## src/rtl/instruction_fetch.sv

```systemverilog
// Instruction fetch stage: program counter, next-PC selection and the IF/ID
// pipeline register, with a saturating count of accepted fetches.
module instruction_fetch (
  input  logic        Clk,
  input  logic        Reset,
  input  logic [31:0] Instruction,
  input  logic        Stall,
  input  logic        Flush,
  input  logic        BranchTaken,
  input  logic [31:0] BranchTarget,
  input  logic        Jump,
  input  logic [31:0] JumpTarget,
  output logic [31:0] InstrAddress,
  output logic [31:0] PC,
  output logic [31:0] IFID_Instruction,
  output logic [31:0] IFID_PCPlus4,
  output logic        IFID_Valid,
  output logic [15:0] FetchCount
);

  localparam logic [31:0] NOP_WORD = 32'h0000_0000;

  logic [31:0] pc_reg;
  logic [31:0] pc_next;
  logic [31:0] pc_plus4;
  logic [31:0] ifid_instr_reg;
  logic [31:0] ifid_pc_plus4_reg;
  logic        ifid_valid_reg;
  logic [15:0] fetch_count_reg;
  logic        redirect;
  logic        load_bubble;
  logic        load_fetch;

  // Wraps modulo 2^32 naturally through the 32-bit adder.
  assign pc_plus4 = pc_reg + 32'd4;
  assign redirect = Jump | BranchTaken;

  // Jump beats branch, and any redirect beats a stall.
  always_comb begin
    pc_next = pc_plus4;
    if (Jump) begin
      pc_next = {JumpTarget[31:2], 2'b00};
    end else if (BranchTaken) begin
      pc_next = {BranchTarget[31:2], 2'b00};
    end else if (Stall) begin
      pc_next = pc_reg;
    end
  end

  // A redirect squashes the instruction fetched on the wrong path.
  always_comb begin
    load_bubble = Flush | redirect;
    load_fetch  = !load_bubble && !Stall;
  end

  always_ff @(posedge Clk or negedge Reset) begin
    if (!Reset) begin
      pc_reg <= 32'd0;
    end else begin
      pc_reg <= pc_next;
    end
  end

  always_ff @(posedge Clk or negedge Reset) begin
    if (!Reset) begin
      ifid_instr_reg    <= NOP_WORD;
      ifid_pc_plus4_reg <= 32'd0;
      ifid_valid_reg    <= 1'b0;
    end else if (load_bubble) begin
      ifid_instr_reg    <= NOP_WORD;
      ifid_pc_plus4_reg <= 32'd0;
      ifid_valid_reg    <= 1'b0;
    end else if (load_fetch) begin
      ifid_instr_reg    <= Instruction;
      ifid_pc_plus4_reg <= pc_plus4;
      ifid_valid_reg    <= 1'b1;
    end
  end

  always_ff @(posedge Clk or negedge Reset) begin
    if (!Reset) begin
      fetch_count_reg <= 16'd0;
    end else if (load_fetch && (fetch_count_reg != 16'hFFFF)) begin
      fetch_count_reg <= fetch_count_reg + 16'd1;
    end
  end

  // The PC is always word aligned, so the memory address is the PC itself.
  assign InstrAddress     = {pc_reg[31:2], 2'b00};
  assign PC               = pc_reg;
  assign IFID_Instruction = ifid_instr_reg;
  assign IFID_PCPlus4     = ifid_pc_plus4_reg;
  assign IFID_Valid       = ifid_valid_reg;
  assign FetchCount       = fetch_count_reg;

endmodule

```

## config.mk

```make
export PLATFORM = sky130hd
export DESIGN_NAME = instruction_fetch
export DESIGN_NICKNAME = d
export VERILOG_FILES = /design/src/rtl/instruction_fetch.sv
export SDC_FILE = /design/constraint.sdc
export NUM_CORES = 1
export LEC_CHECK = 0
export ABC_CLOCK_PERIOD_IN_PS = 2000
export BUFFER_PORTS_ARGS = -buffer_cell sky130_fd_sc_hd__buf_2
export CELL_PAD_IN_SITES_DETAIL_PLACEMENT = 0
export CELL_PAD_IN_SITES_GLOBAL_PLACEMENT = 1
export CORE_ASPECT_RATIO = 0.75
export CORE_MARGIN = 2
export CORE_UTILIZATION = 35
export CTS_CLUSTER_DIAMETER = 120
export DETAILED_ROUTE_END_ITERATION = 12
export PLACE_DENSITY = 0.84
export SLEW_MARGIN = 20
export SYNTH_ARGS = -nofsm -noshare
export SYNTH_HDL_FRONTEND = slang
export SYNTH_SLANG_ARGS = --single-unit
export TNS_END_PERCENT = 50
```

## constraint.sdc

```tcl
create_clock -name Clk -period 2 [get_ports Clk]
set_input_delay 0.4 -clock Clk [delete_from_list [all_inputs] [get_ports Clk]]
set_output_delay 0.4 -clock Clk [all_outputs]
set_load 0.005 [all_outputs]
```

* Word-level counts from Yosys, hierarchy flattened
Index checks and enable logic that the tools add are counted.
Storage, ports and cells: register bits 113, output and inout port bits 145, input bits 102, logic and storage cells 25
Cells by class: add/sub/neg operators 2, equal/unequal tests 2, bitwise logic cells 2, muxes and demuxes 9, reductions and logical operators 5
Operators by type and width (count):
- $mux W32 | 7
- $add A32 B3 Y32 const B | 1
- $add A16 B1 Y16 const B | 1
- $ne A16 B16 Y1 const B | 1
- $ne A3 B1 Y1 const B | 1
- $logic_and A1 B1 Y1 | 2
- $logic_not A1 Y1 | 2
- $mux W1 | 2
- $or A1 B1 Y1 | 2
- $reduce_bool A2 Y1 | 1

* Depth between registers and ports, before layout
depth in word-level cells 6, gate-level depth with buffers 7, mapped depth without buffers 6

* Worst setup path before layout
OpenSTA, ideal clock, no wires.
kind input-to-reg, start in BranchTaken, end reg fetch_count_reg[13], in the netlist FetchCount[13], required time 1.873 ns, stages 7, setup time 0.127 ns, data arrival time 1.965 ns, path buffers 2, setup slack -0.093 ns, cells stage by stage buf_2 or4_4 buf_6 nor2_8 and2_4 and4_1 mux2_1
Between the ends: longest elaborated chain between the ends 5
RTL lines:
- start: declaration | RTL line 9 | input logic BranchTaken,
- $or A1 B1 Y1 | RTL line 36 | assign redirect = Jump | BranchTaken;
- $or A1 B1 Y1 | RTL line 52 | load_bubble = Flush | redirect;
- $logic_not A1 Y1 | RTL line 53 | load_fetch = !load_bubble && !Stall;
- $logic_and A1 B1 Y1 | RTL line 53
- $logic_and A1 B1 Y1 | RTL line 83 | end else if (load_fetch && (fetch_count_reg != 16'hFFFF)) begin
- end signal: assignment | RTL line 84 | fetch_count_reg <= fetch_count_reg + 16'd1;
- end: declaration | RTL line 29 | logic [15:0] fetch_count_reg;
Every way passes these cells. A chain may end at the register's enable or synchronous reset.

* Worst setup path after layout
start reg pc_reg[2], in the netlist PC[2], end reg pc_reg[26], in the netlist PC[26]
Between the ends: longest elaborated chain between the ends 4
RTL lines:
- start: declaration | RTL line 23 | logic [31:0] pc_reg;
- start signal: assignment | RTL line 60 | pc_reg <= pc_next;
- $add A32 B3 Y32 | RTL line 35 | assign pc_plus4 = pc_reg + 32'd4;
- $mux W32 | RTL line 45 | end else if (Stall) begin
- $mux W32 | RTL line 43 | end else if (BranchTaken) begin
- $mux W32 | RTL line 41 | if (Jump) begin
Every way passes these cells. The select of a mux whose other input is x is not followed.

==> impl.org <==
** Run status
- Status :: finished clean

** STA
- Final setup violation count :: 0
- Clock skew after layout :: 0.009921 ns
- Number of failing hold endpoints at the final stage :: 0
- Setup repair after global routing left no endpoint under its margin.
- Min Tclk post-route :: around 1.8 ns
- Based on the critical path, the design can be clocked at up to 543.1 MHz.
- Period Utilization, post-route :: 92.07%
- Count of pins over their slew limit :: 0

** Global routing
- Met1 global-route usage :: 30.35%
- The number of global-route vias before repair is 5056.
- For this run, the total global-route usage over all layers was measured as 20.91%.
- The global routing stage identified its most utilized layer as met2.
- For this run the aggregate overflow at the end of global routing stands at 0.
- For this run, global-route usage on met3 was measured as 3.586%.
- Largest net degree at the start of global routing :: 50
- Antenna violations before repair :: 1
- Global-route wire length before repair :: 27.67 mm
- Grt met2 use :: around 32%

** Pwr
- Dividing total power by cell area gives a power density of between 700 and 800 nW/um^2.
- IR analysis of the VDD net gives a maximum drop of 0.0004148 V.
- P_leak :: 3.774 nW
- The design draws approximately 5.3 mW.

** Clocking
- Total clock buffers created by CTS :: 9
- Insertion delay of the later-clocked pin in the worst-skew pair :: 0.36 ns
- Clock transition at the registers of the reported paths :: approximately 0.08 ns
- CTS Buffer Depth :: 2
- TritonCTS clock tree :: done
- Master cell of the clock root buffer :: sky130_fd_sc_hd__clkbuf_16
- CTS built an H-tree with a depth of 3.
- The tree built by TritonCTS fans out to 110 sinks.

** Setup path
- The critical path in this run is classified as flip-flop to flip-flop.
- STA puts the critical path data required time at about 2.2 ns.
- Highest cell delay on the worst timing path :: 0.38 ns
- Number of cells on the worst reg-to-reg path :: 5
- In this run the worst path has a maximum fanout of 7.
- The slowest stage of the critical path is the sky130_fd_sc_hd__ha_1 cell.
- Cell-by-cell listing of the critical path :: ha_1 -> nand4_1 -> nor4_1 -> xnor2_1 -> o221ai_1
- Setup crit start kind :: flip-flop
- Arr. time, crit path :: 2.07 ns
- STA classifies the critical path endpoint as a flip-flop.

** Drt
- Iteration-0 DRC count of the detailed router :: ~290
- First drt pass iteration count :: 4
- Using the TritonRoute via totals, the vias-per-cell ratio works out to about 5.
- Total Routed Length :: 18.13 mm
- Avg WL per Cell :: 17.60 um
- For this run, design rule violations remaining after detail routing come to 0.
- Final ANT Viol Nets :: 0
- Detailed-route via count :: 5226

** Place
- The count of buffers added on input and output ports is 238.
- Including well taps, the total number of placed cells is between 1000 and 1500.
- Weighted congestion reported at the end of routability-driven placement :: about 0.8
- HPWL after detailed placement :: 13.83 mm

** Floorplan
- Floorplan die height :: 114.5 um
- IO Pins :: roughly 250
- Core ar. :: approximately 16000 um^2
- For this configuration, the core starts out at a cell density of 35.68%.
- Die Footprint :: approximately 17000 um^2
- After floorplanning, the core was divided into 40 placement rows.
- The floorplan step set the die width to 151.3 um.

** Synthesis
- Counting flops and latches in the post-synthesis netlist gives 110.
- Post-synthesis instance area :: 5697 um^2
- Share of synthesized area occupied by flip-flops and latches :: 48.32%
- Asr flop ratio synth :: between 90% and 100%
- Cell taking the most area after synthesis :: sky130_fd_sc_hd__dfrtp_1
- Main area contributors after synthesis :: sky130_fd_sc_hd__dfrtp_1 48%, sky130_fd_sc_hd__a22o_1 5.8%, sky130_fd_sc_hd__buf_4 4.6%
- Post-synthesis cell count :: around 580
- During synthesis, Yosys emitted a total of 0 warnings.
- EDFF count, synth :: 0
- Fraction of post-synthesis cell area in the top cell type by area :: 48.32%
- The average instance in the mapped netlist occupies 9.788 um^2.
- Counting distinct cell types in the post-synthesis netlist gives 57.
- Ys flop type :: sky130_fd_sc_hd__dfrtp_1

** Final layout
- Fin cells :: between 1000 and 1500
- Cells with a size suffix above 1 make up between 30% and 40% of the layout.
- The top cell types in the final layout, fill and taps aside, are 237 x sky130_fd_sc_hd__buf_2, 110 x sky130_fd_sc_hd__dfrtp_1, 64 x sky130_fd_sc_hd__nand2_1, 48 x sky130_fd_sc_hd__buf_4.
- Compared with the post-synthesis result, the final layout area differs by 31.74%.
- Leaving out fill and tap cells, the most frequent cell in the layout is sky130_fd_sc_hd__buf_2.
- The net count of the finished layout is 918.

** Min path
- The worst hold path belongs to the class input pin to flip-flop.
- The worst hold path passes through 2 cells.

** Job
- Across the run, the number of max-cap violations was 0.
==> logic make-up after synthesis <==
logic type | share of synthesized area (%)
AO/OA/AOI/OAI | 17.42
XOR/XNOR | 6.765
adder cells (fa/ha/maj) | 0.4392
buffers and inverters | 7.863
flip-flops | 48.32
multiplexers | 1.472
other | 0.06583
AND/OR/NAND/NOR | 17.66
==> state kept, by name, summed over array words and instances (netlist names) <==
signal,flops
IFID_PCPlus4,31
IFID_Valid,1
IFID_Instruction,32
PC,30
FetchCount,16
==> cell type report <==
class | count | area (um^2)
clock inverter | 7 | 76.32
clock buffer | 9 | 225.2
timing repair buffer | 289 | 1617
tap | 210 | 262.8
inverter | 8 | 30.03
sequential | 110 | 2753
multi-input combinational | 396 | 2539
antenna | 1 | 2.502
fill | 1561 | 8461
==> metrics by stage <==
stage | TNS (ns) | util (%) | instance area [um^2] | setup slack (ns) | hold WS [ns]
global route | 0 | 47.01 | 7505 | 0.002345 | 0.2375
floorplan | -0.01674 | - | 5722 | -0.01674 | 0.1044
CTS | 0 | 46.91 | 7490 | 0.03844 | 0.2274
detailed placement | -0.01673 | 44.96 | 7178 | -0.01673 | 0.3837
finish | 0 | 47.01 | 7505 | 0.1586 | 0.2477
global placement | -0.009193 | 44.96 | 7178 | -0.009193 | 0.3890
==> cells in the mapped netlist, types with 3 or more instances <==
cell type,instances
sky130_fd_sc_hd__nor4_1,6
sky130_fd_sc_hd__clkbuf_1,25
sky130_fd_sc_hd__buf_2,3
sky130_fd_sc_hd__a31oi_1,3
sky130_fd_sc_hd__and2_1,12
sky130_fd_sc_hd__xor2_1,15
sky130_fd_sc_hd__o31ai_1,3
sky130_fd_sc_hd__a22o_1,38
sky130_fd_sc_hd__xnor2_1,29
sky130_fd_sc_hd__buf_4,35
sky130_fd_sc_hd__nand2b_1,4
sky130_fd_sc_hd__nand4_1,13
sky130_fd_sc_hd__and4_1,14
sky130_fd_sc_hd__nand3_1,21
sky130_fd_sc_hd__mux2i_1,5
sky130_fd_sc_hd__nor3b_1,3
sky130_fd_sc_hd__o22ai_1,14
sky130_fd_sc_hd__inv_1,7
sky130_fd_sc_hd__nor2_1,26
sky130_fd_sc_hd__o21a_1,4
sky130_fd_sc_hd__and3_1,7
sky130_fd_sc_hd__o21ai_0,38
sky130_fd_sc_hd__buf_1,5
sky130_fd_sc_hd__nand2_1,65
sky130_fd_sc_hd__a21oi_1,24
sky130_fd_sc_hd__o211ai_1,3
sky130_fd_sc_hd__dfrtp_1,110
sky130_fd_sc_hd__o221ai_1,5
sky130_fd_sc_hd__nor3_1,10
sky130_fd_sc_hd__a22oi_1,3
==> worst max-delay path: cells and delay by family, from the launching register on <==
kind,cells,cell delay [ns]
flops,1,0.36
simple gates,2,0.62
compound gates,1,0.14
fa+ha+maj,1,0.38
xor+xnor,1,0.21
==> path summary, 6_finish.rpt <==
kind                                  startpoint                to  slack (ns)
min in group asynchronous                  Reset     FetchCount[4]        0.54
worst max-delay path                       PC[2]            PC[26]        0.16
worst min-delay path               JumpTarget[2]             PC[2]        0.25
worst min register to register  IFID_PCPlus4[23]  IFID_PCPlus4[23]        0.48
max in group asynchronous                  Reset            PC[29]        0.89
worst max register to register             PC[2]            PC[26]        0.16
==> routing by layer <==
metal	up-vias	share of wire [%]
met4	0	1.3
met2	181	44
li1	2520	-
met1	2511	49
met3	14	5.4
met5	-	0
==> repair_timing <==
item | in CTS | in global routing
endpoints found under the hold margin | 27 | 0
endpoints found under the setup margin | 0 | 10
setup buffers | 0 | 0
resized for setup | 0 | 3
hold buffers | 1 | 0
==> power breakdown <==
| part | switching, mW | leakage (nW) | internal (mW) | total (mW) |
|---|---|---|---|---|
| combinational | 0.547 | 2.18 | 0.483 | 1.03 |
| sequential | 0.130 | 1.45 | 2.35 | 2.48 |
| clock | 0.927 | 0.140 | 0.886 | 1.81 |
| total | 1.60 | 3.77 | 3.72 | 5.32 |
Power figures use the tool's default switching activity.
